[src/rtl/ace_snoop_chan_buffer.sv]
// ACE snoop channel buffer: AC FIFO with in-flight throttle, CR/CD register slices, CD beat/credit tracking.
// Optional protocol checker enabled by defining ACE_SNOOP_BUF_PROTOCOL_CHECK_EN.
module ace_snoop_chan_buffer #(
    parameter int AddrWidth      = 64,
    parameter int DataWidth      = 64,
    parameter int LineWidth      = 512,
    parameter int AcDepth        = 2,
    parameter int MaxOutstanding = 4,
    localparam int CdBeats       = LineWidth / DataWidth,
    localparam int CntW          = $clog2(MaxOutstanding + 1)
) (
    input  logic                 clk_i,
    input  logic                 rst_i,
    input  logic                 ac_valid_i,
    output logic                 ac_ready_o,
    input  logic [AddrWidth-1:0] ac_addr_i,
    input  logic [3:0]           ac_snoop_i,
    input  logic [2:0]           ac_prot_i,
    output logic                 ac_valid_o,
    input  logic                 ac_ready_i,
    output logic [AddrWidth-1:0] ac_addr_o,
    output logic [3:0]           ac_snoop_o,
    output logic [2:0]           ac_prot_o,
    input  logic                 cr_valid_i,
    output logic                 cr_ready_o,
    input  logic [4:0]           cr_resp_i,
    output logic                 cr_valid_o,
    input  logic                 cr_ready_i,
    output logic [4:0]           cr_resp_o,
    input  logic                 cd_valid_i,
    output logic                 cd_ready_o,
    input  logic [DataWidth-1:0] cd_data_i,
    input  logic                 cd_last_i,
    output logic                 cd_valid_o,
    input  logic                 cd_ready_i,
    output logic [DataWidth-1:0] cd_data_o,
    output logic                 cd_last_o,
    output logic [CntW-1:0]      outstanding_o,
    output logic                 err_o
);

    localparam int PtrW  = (AcDepth > 1) ? $clog2(AcDepth) : 1;
    localparam int FillW = $clog2(AcDepth + 1);
    localparam int BeatW = (CdBeats > 1) ? $clog2(CdBeats) : 1;
    localparam int AcW   = AddrWidth + 7;

    logic [AcW-1:0]       ac_mem [AcDepth];
    logic [PtrW-1:0]      rd_ptr;
    logic [PtrW-1:0]      wr_ptr;
    logic [FillW-1:0]     fill;
    logic                 ac_full;
    logic                 ac_empty;
    logic                 ac_push;
    logic                 ac_issue;
    logic [CntW-1:0]      inflight;
    logic [CntW-1:0]      credit;
    logic                 cr_full;
    logic                 cr_hs;
    logic                 cd_full;
    logic                 cd_hs;
    logic [BeatW-1:0]     beat;
    logic                 beat_is_last;
    logic                 credit_inc;
    logic                 credit_dec;

    function automatic logic [PtrW-1:0] ptr_inc(input logic [PtrW-1:0] p);
        if (p == PtrW'(AcDepth - 1)) return '0;
        else return p + PtrW'(1);
    endfunction

    // AC FIFO: registered head, so a push into an empty FIFO shows up next cycle
    assign ac_full    = (fill == FillW'(AcDepth));
    assign ac_empty   = (fill == '0);
    assign ac_ready_o = !ac_full;
    assign ac_valid_o = !ac_empty && (inflight < CntW'(MaxOutstanding));
    assign ac_push    = ac_valid_i && !ac_full;
    assign ac_issue   = ac_valid_o && ac_ready_i;
    assign {ac_prot_o, ac_snoop_o, ac_addr_o} = ac_mem[rd_ptr];

    always_ff @(posedge clk_i) begin
        if (rst_i) begin
            rd_ptr <= '0;
            wr_ptr <= '0;
            fill   <= '0;
            for (int i = 0; i < AcDepth; i++) ac_mem[i] <= '0;
        end else begin
            if (ac_push) begin
                ac_mem[wr_ptr] <= {ac_prot_i, ac_snoop_i, ac_addr_i};
                wr_ptr         <= ptr_inc(wr_ptr);
            end
            if (ac_issue) rd_ptr <= ptr_inc(rd_ptr);
            if (ac_push && !ac_issue) fill <= fill + FillW'(1);
            else if (!ac_push && ac_issue) fill <= fill - FillW'(1);
        end
    end

    always_ff @(posedge clk_i) begin
        if (rst_i) inflight <= '0;
        else if (ac_issue && !cr_hs) inflight <= inflight + CntW'(1);
        else if (!ac_issue && cr_hs) inflight <= inflight - CntW'(1);
    end
    assign outstanding_o = inflight;

    assign cr_ready_o = !cr_full || cr_ready_i;
    assign cr_valid_o = cr_full;
    assign cr_hs      = cr_valid_i && cr_ready_o;

    always_ff @(posedge clk_i) begin
        if (rst_i) begin
            cr_full   <= 1'b0;
            cr_resp_o <= '0;
        end else if (cr_hs) begin
            cr_full   <= 1'b1;
            cr_resp_o <= cr_resp_i;
        end else if (cr_ready_i) begin
            cr_full   <= 1'b0;
        end
    end

    // One credit per CR that promised data; returned when the line's final beat is taken
    assign beat_is_last = (beat == BeatW'(CdBeats - 1));
    assign cd_ready_o   = (credit != '0) && (!cd_full || cd_ready_i);
    assign cd_valid_o   = cd_full;
    assign cd_hs        = cd_valid_i && cd_ready_o;
    assign credit_inc   = cr_hs && cr_resp_i[0];
    assign credit_dec   = cd_hs && beat_is_last;

    always_ff @(posedge clk_i) begin
        if (rst_i) credit <= '0;
        else if (credit_inc && !credit_dec) credit <= credit + CntW'(1);
        else if (!credit_inc && credit_dec) credit <= credit - CntW'(1);
    end

    always_ff @(posedge clk_i) begin
        if (rst_i) begin
            cd_full   <= 1'b0;
            cd_data_o <= '0;
            cd_last_o <= 1'b0;
            beat      <= '0;
        end else begin
            if (cd_hs) begin
                cd_full   <= 1'b1;
                cd_data_o <= cd_data_i;
                cd_last_o <= beat_is_last;
                beat      <= beat_is_last ? '0 : beat + BeatW'(1);
            end else if (cd_ready_i) begin
                cd_full   <= 1'b0;
            end
        end
    end

`ifdef ACE_SNOOP_BUF_PROTOCOL_CHECK_EN
    logic err_q;
    logic err_set;

    assign err_set = (cr_hs && (inflight == '0) && !ac_issue)
                   || (cd_hs && (cd_last_i != beat_is_last))
                   || (cd_valid_i && (credit == '0));

    always_ff @(posedge clk_i) begin
        if (rst_i) err_q <= 1'b0;
        else if (err_set) err_q <= 1'b1;
    end
    assign err_o = err_q;
`else
    // cd_last_i only matters to the checker; beat tracking is purely counter based
    logic unused_cd_last;
    assign unused_cd_last = cd_last_i;
    assign err_o          = 1'b0;
`endif

endmodule

[config.mk]
export PLATFORM = sky130hd
export DESIGN_NAME = ace_snoop_chan_buffer
export DESIGN_NICKNAME = d
export VERILOG_FILES = /design/src/rtl/ace_snoop_chan_buffer.sv
export SDC_FILE = /design/constraint.sdc
export NUM_CORES = 1
export LEC_CHECK = 0
export ABC_AREA = 1
export BUFFER_PORTS_ARGS = -buffer_cell sky130_fd_sc_hd__buf_2
export CAP_MARGIN = 20
export CORE_MARGIN = 4
export CORE_UTILIZATION = 46
export DETAILED_ROUTE_END_ITERATION = 6
export GPL_TIMING_DRIVEN = 0
export PLACE_DENSITY = 0.8
export RECOVER_POWER = 100
export SLEW_MARGIN = 0
export SYNTH_ARGS = -nofsm -noshare
export SYNTH_HDL_FRONTEND = slang
export SYNTH_SLANG_ARGS = --single-unit
export TNS_END_PERCENT = 10
[constraint.sdc]
create_clock -name clk_i -period 2.74 [get_ports clk_i]
set_input_delay 0.274 -clock clk_i [delete_from_list [all_inputs] [get_ports clk_i]]
set_output_delay 0.274 -clock clk_i [all_outputs]
set_load 0.005 [all_outputs]
==> results.md <==
- The run finished with clean final reports.
- The final layout contains 1541 nets.
- Across every metal layer, demand over resource in global routing totals 0.220.
- For this run, global-route usage on met1 was measured as 0.268.
- After synthesis the netlist holds a flip-flop and latch count of 228.
- The clock input transition at the sequential cells of the worst setup and hold paths is 60 ps.
- The layout has 1629 filler cells.
- The final non-filler cell total is 1673.
- The area growth from synthesis to layout is 32.0%.
- Of the cells placed in the final design, the portion with a size suffix greater than 1 is 0.230.
- The number of buffers inserted during clock tree synthesis is 24.
- The post-CTS setup-driven buffer insertion count is 0.
- The kind of cell with the highest combined delay along the critical path is buffers and inverters.
- Yosys printed 0 warnings.
- Of the synthesized area, sequential elements account for 0.621.
- Registers take 5990 µm².
- After routing the design area is 12700 µm².
- The area of the core is 20400 µm².
- Routability-driven placement finished with a final weighted congestion of 0.787.
- Entering global routing, the biggest net connects 61 pins.
- Across all layers, the routed design uses 8111 vias.
- For the worst setup path, the data arrival time is 2680 ps.
- The largest buffer count on any clock path is 3.
- The number of inserted diodes is 0.
- In this run the worst path has a maximum fanout of 57.
- The sink count of the clock tree is 228.
- The worst hold path passes through 3 cells.
- The most common cell after layout, fill and taps aside is nor2_1.
- Summing all placed instances gives a cell area of 11500 µm².
- The maximum clock skew at final layout is 18.5 ps.
- The synthesized instance count is 999.
- Summed over all nets, the half-perimeter wirelength after detailed placement is 17300 µm.
- STA classifies the critical path endpoint as a register.
- The number of global-route vias before repair is 8388.
- The total iterations of the first detailed-routing run is 5.
- For this design, the slowest cell found on the critical path is clkbuf_1.
- Setup slack on the critical path of the routed design comes to 269 ps.
- The via density per instance is 4.85.
- The area used by multi-input combinational logic is 2800 µm².
- Counting every net in the synthesized netlist gives 1155.
- The minimum setup slack after placement is 378 ps.
- The library cells used most frequently in the layout, excluding fill and tap cells, are nor2_1 (294), buf_2 (206), inv_1 (158), nand2_1 (156), edfxtp_1 (142).
- The number of gates resized after cts is 0.
- Across the VDD grid, the largest voltage drop is 0.000499 V.
- In this design, the stage delay of the slowest critical-path cell is 620 ps.
- Of the available clock period, the critical path in the final layout requires 0.902.
- The shortest clock period the worst path allows after layout is 2470 ps.
- In this run the cell area of the synthesized design comes to 9640 µm².
- In this run the number of cells on the critical path is 7.
- At the end of the flow the core is filled with cells to 0.623.
- After detailed routing, the number of remaining DRC violations is 0.
- The global-route wire length before repair is 42200 µm.
- CTS built an H-tree with a depth of 1.
- In this run the static leakage power is 6.14 nW.
- The met3 track demand over resource in global routing is 0.0613.
- The required time at the worst-slack endpoint is 2950 ps.
- The path class of the tightest hold or removal check is in -> reg.
- The signal on the critical path passes through dlygate4sd3_1, clkbuf_1, inv_1, buf_4, clkbuf_1, nand2_4, buf_16.
- The worst-margin pin slew is 788 ps.
- After synthesis, the netlist uses 22 different library cells.
- The CTS tree is yes.
- In the final routed layout, each cell accounts on average for 15.8 µm.
- The remaining max-slew budget at the tightest pin is 0.475.
- The quantity of I/O buffers inserted on ports is 297.
- Setup repair after global routing left no endpoint under its margin.
- Static timing analysis puts the maximum clock frequency at 405 MHz.
- Measured along the y axis, the die boundary spans 153 µm.
- The number of primary I/O pins is 300.
- The initial utilization of the core area, before any placement, comes to 0.472.
- The average instance area after synthesis is 9.65 µm².
- Setup violations remaining at the end of the flow were counted as 0.
- The total negative slack is 0 ps.
- The sum of routed wire length over all layers is 26500 µm.
- Measured in cells, the most critical reg-to-reg path has a length of 8.
- The detailed router finished its first iteration with 476 violations.
- The detail route stage leaves a number of antenna-violating nets equal to 0.
- Among the stages of the critical path, the cell type that occurs most often is clkbuf_1.
- The power density relative to cell area is 754 nW/µm².
- The clock root buffer master is clkbuf_16.
- The final number of hold-violating endpoints came to 0.
- The initial antenna violation count is 0.
- Together, buffers and inverters on the worst path number 6.
- The minimum hold slack is 10.9 ps.
- The most used routing layer is met2.
- The number of cells after detailed placement is 1568.
- In the global route stage, met2 resource usage came out at 0.374.
- The hold buffer count at CTS is 61.
- The global route total overflow is 0.
- The die footprint is 23300 µm².
- From left edge to right edge, the die measures 153 µm.
- Clock latency on the worst-skew pair, taken at its later pin, is 520 ps.
- The critical path is of the in -> reg type.
- The overall power consumption is 9.59 mW.
- Max-cap violations in this run came to 0.
- The final number of max-transition violations is 0.
- STA classifies the critical path startpoint as an input pin.
- The number of cell rows is 52.
-- kinds of logic after synthesis --
logic type | count (synthesis) | share of synthesized area
flops | 228 | 0.621
other cells | 1 | 0.000389
fa+ha+maj | 7 | 0.0106
compound gates | 18 | 0.00935
buf+inv | 206 | 0.0893
mux | 71 | 0.0830
simple gates | 468 | 0.186
-- cells in the mapped netlist, drive strengths merged --
master / number / share of area
nand4: 4 / 0.0026
conb: 1 / 0.00039
buf: 39 / 0.024
nor2: 294 / 0.11
nand2: 159 / 0.062
or2: 3 / 0.0019
nand3: 7 / 0.0042
inv: 159 / 0.062
fa: 2 / 0.0042
a21oi: 9 / 0.0047
clkbuf: 8 / 0.0031
dfxtp: 86 / 0.18
ha: 5 / 0.0065
mux2: 71 / 0.083
and2: 1 / 0.00065
o21ai: 9 / 0.0047
edfxtp: 142 / 0.44
-- cell type report --
class | count | area share
Clock inverter | 8 | 0.00502
Timing Repair Buffer | 360 | 0.159
Tap cell | 270 | 0.0266
Sequential cell | 228 | 0.471
Clock buffer | 36 | 0.0557
Multi-Input combinational cell | 565 | 0.220
Inverter | 159 | 0.0469
Buffer | 47 | 0.0159
-- per-layer routing --
metal	routed length, µm	vias up
met5	0	-
met1	10000	3750
li1	-	3847
met2	12800	437
met4	920	0
met3	2760	77
-- path summary, 6_finish.rpt --
| path | start | end | slack (ps) |
|---|---|---|---|
| hold reg to reg | cd_last_o | cd_last_o | 470 |
| setup reg to reg | credit[0] | cd_data_o[42] | 330 |
| hold / removal | cd_data_i[29] | cd_data_o[29] | 10 |
| setup / recovery | rst_i | ac_mem[0][15] | 270 |
-- power by group --
| group | internal (mW) | switching (mW) | total (mW) | leakage, nW |
|---|---|---|---|---|
| combinational | 0.920 | 1.23 | 2.15 | 3.56 |
| clock | 1.87 | 1.31 | 3.18 | 0.379 |
| sequential | 4.11 | 0.155 | 4.26 | 2.19 |
| total | 6.90 | 2.69 | 9.59 | 6.14 |
-- flip-flops by register name, summed over array words and instances (netlist names), named ones only --
name and flops:
outstanding_o 3, cr_valid_o 1, beat 3, ac_mem 142, cd_last_o 1, fill 2
cd_valid_o 1, credit 3, wr_ptr 1, cd_data_o 64, rd_ptr 1, cr_resp_o 5
-- worst register-to-register path, stage by stage, from the launching register on --
cell      delay (ps)
dfxtp_1          350
nor2_1           110
nand2_1           90
nand3_1           70
clkbuf_1         400
clkbuf_1         460
clkbuf_1         560
nor2_1           120
nor2_1           150
Power figures use the tool's default switching activity.
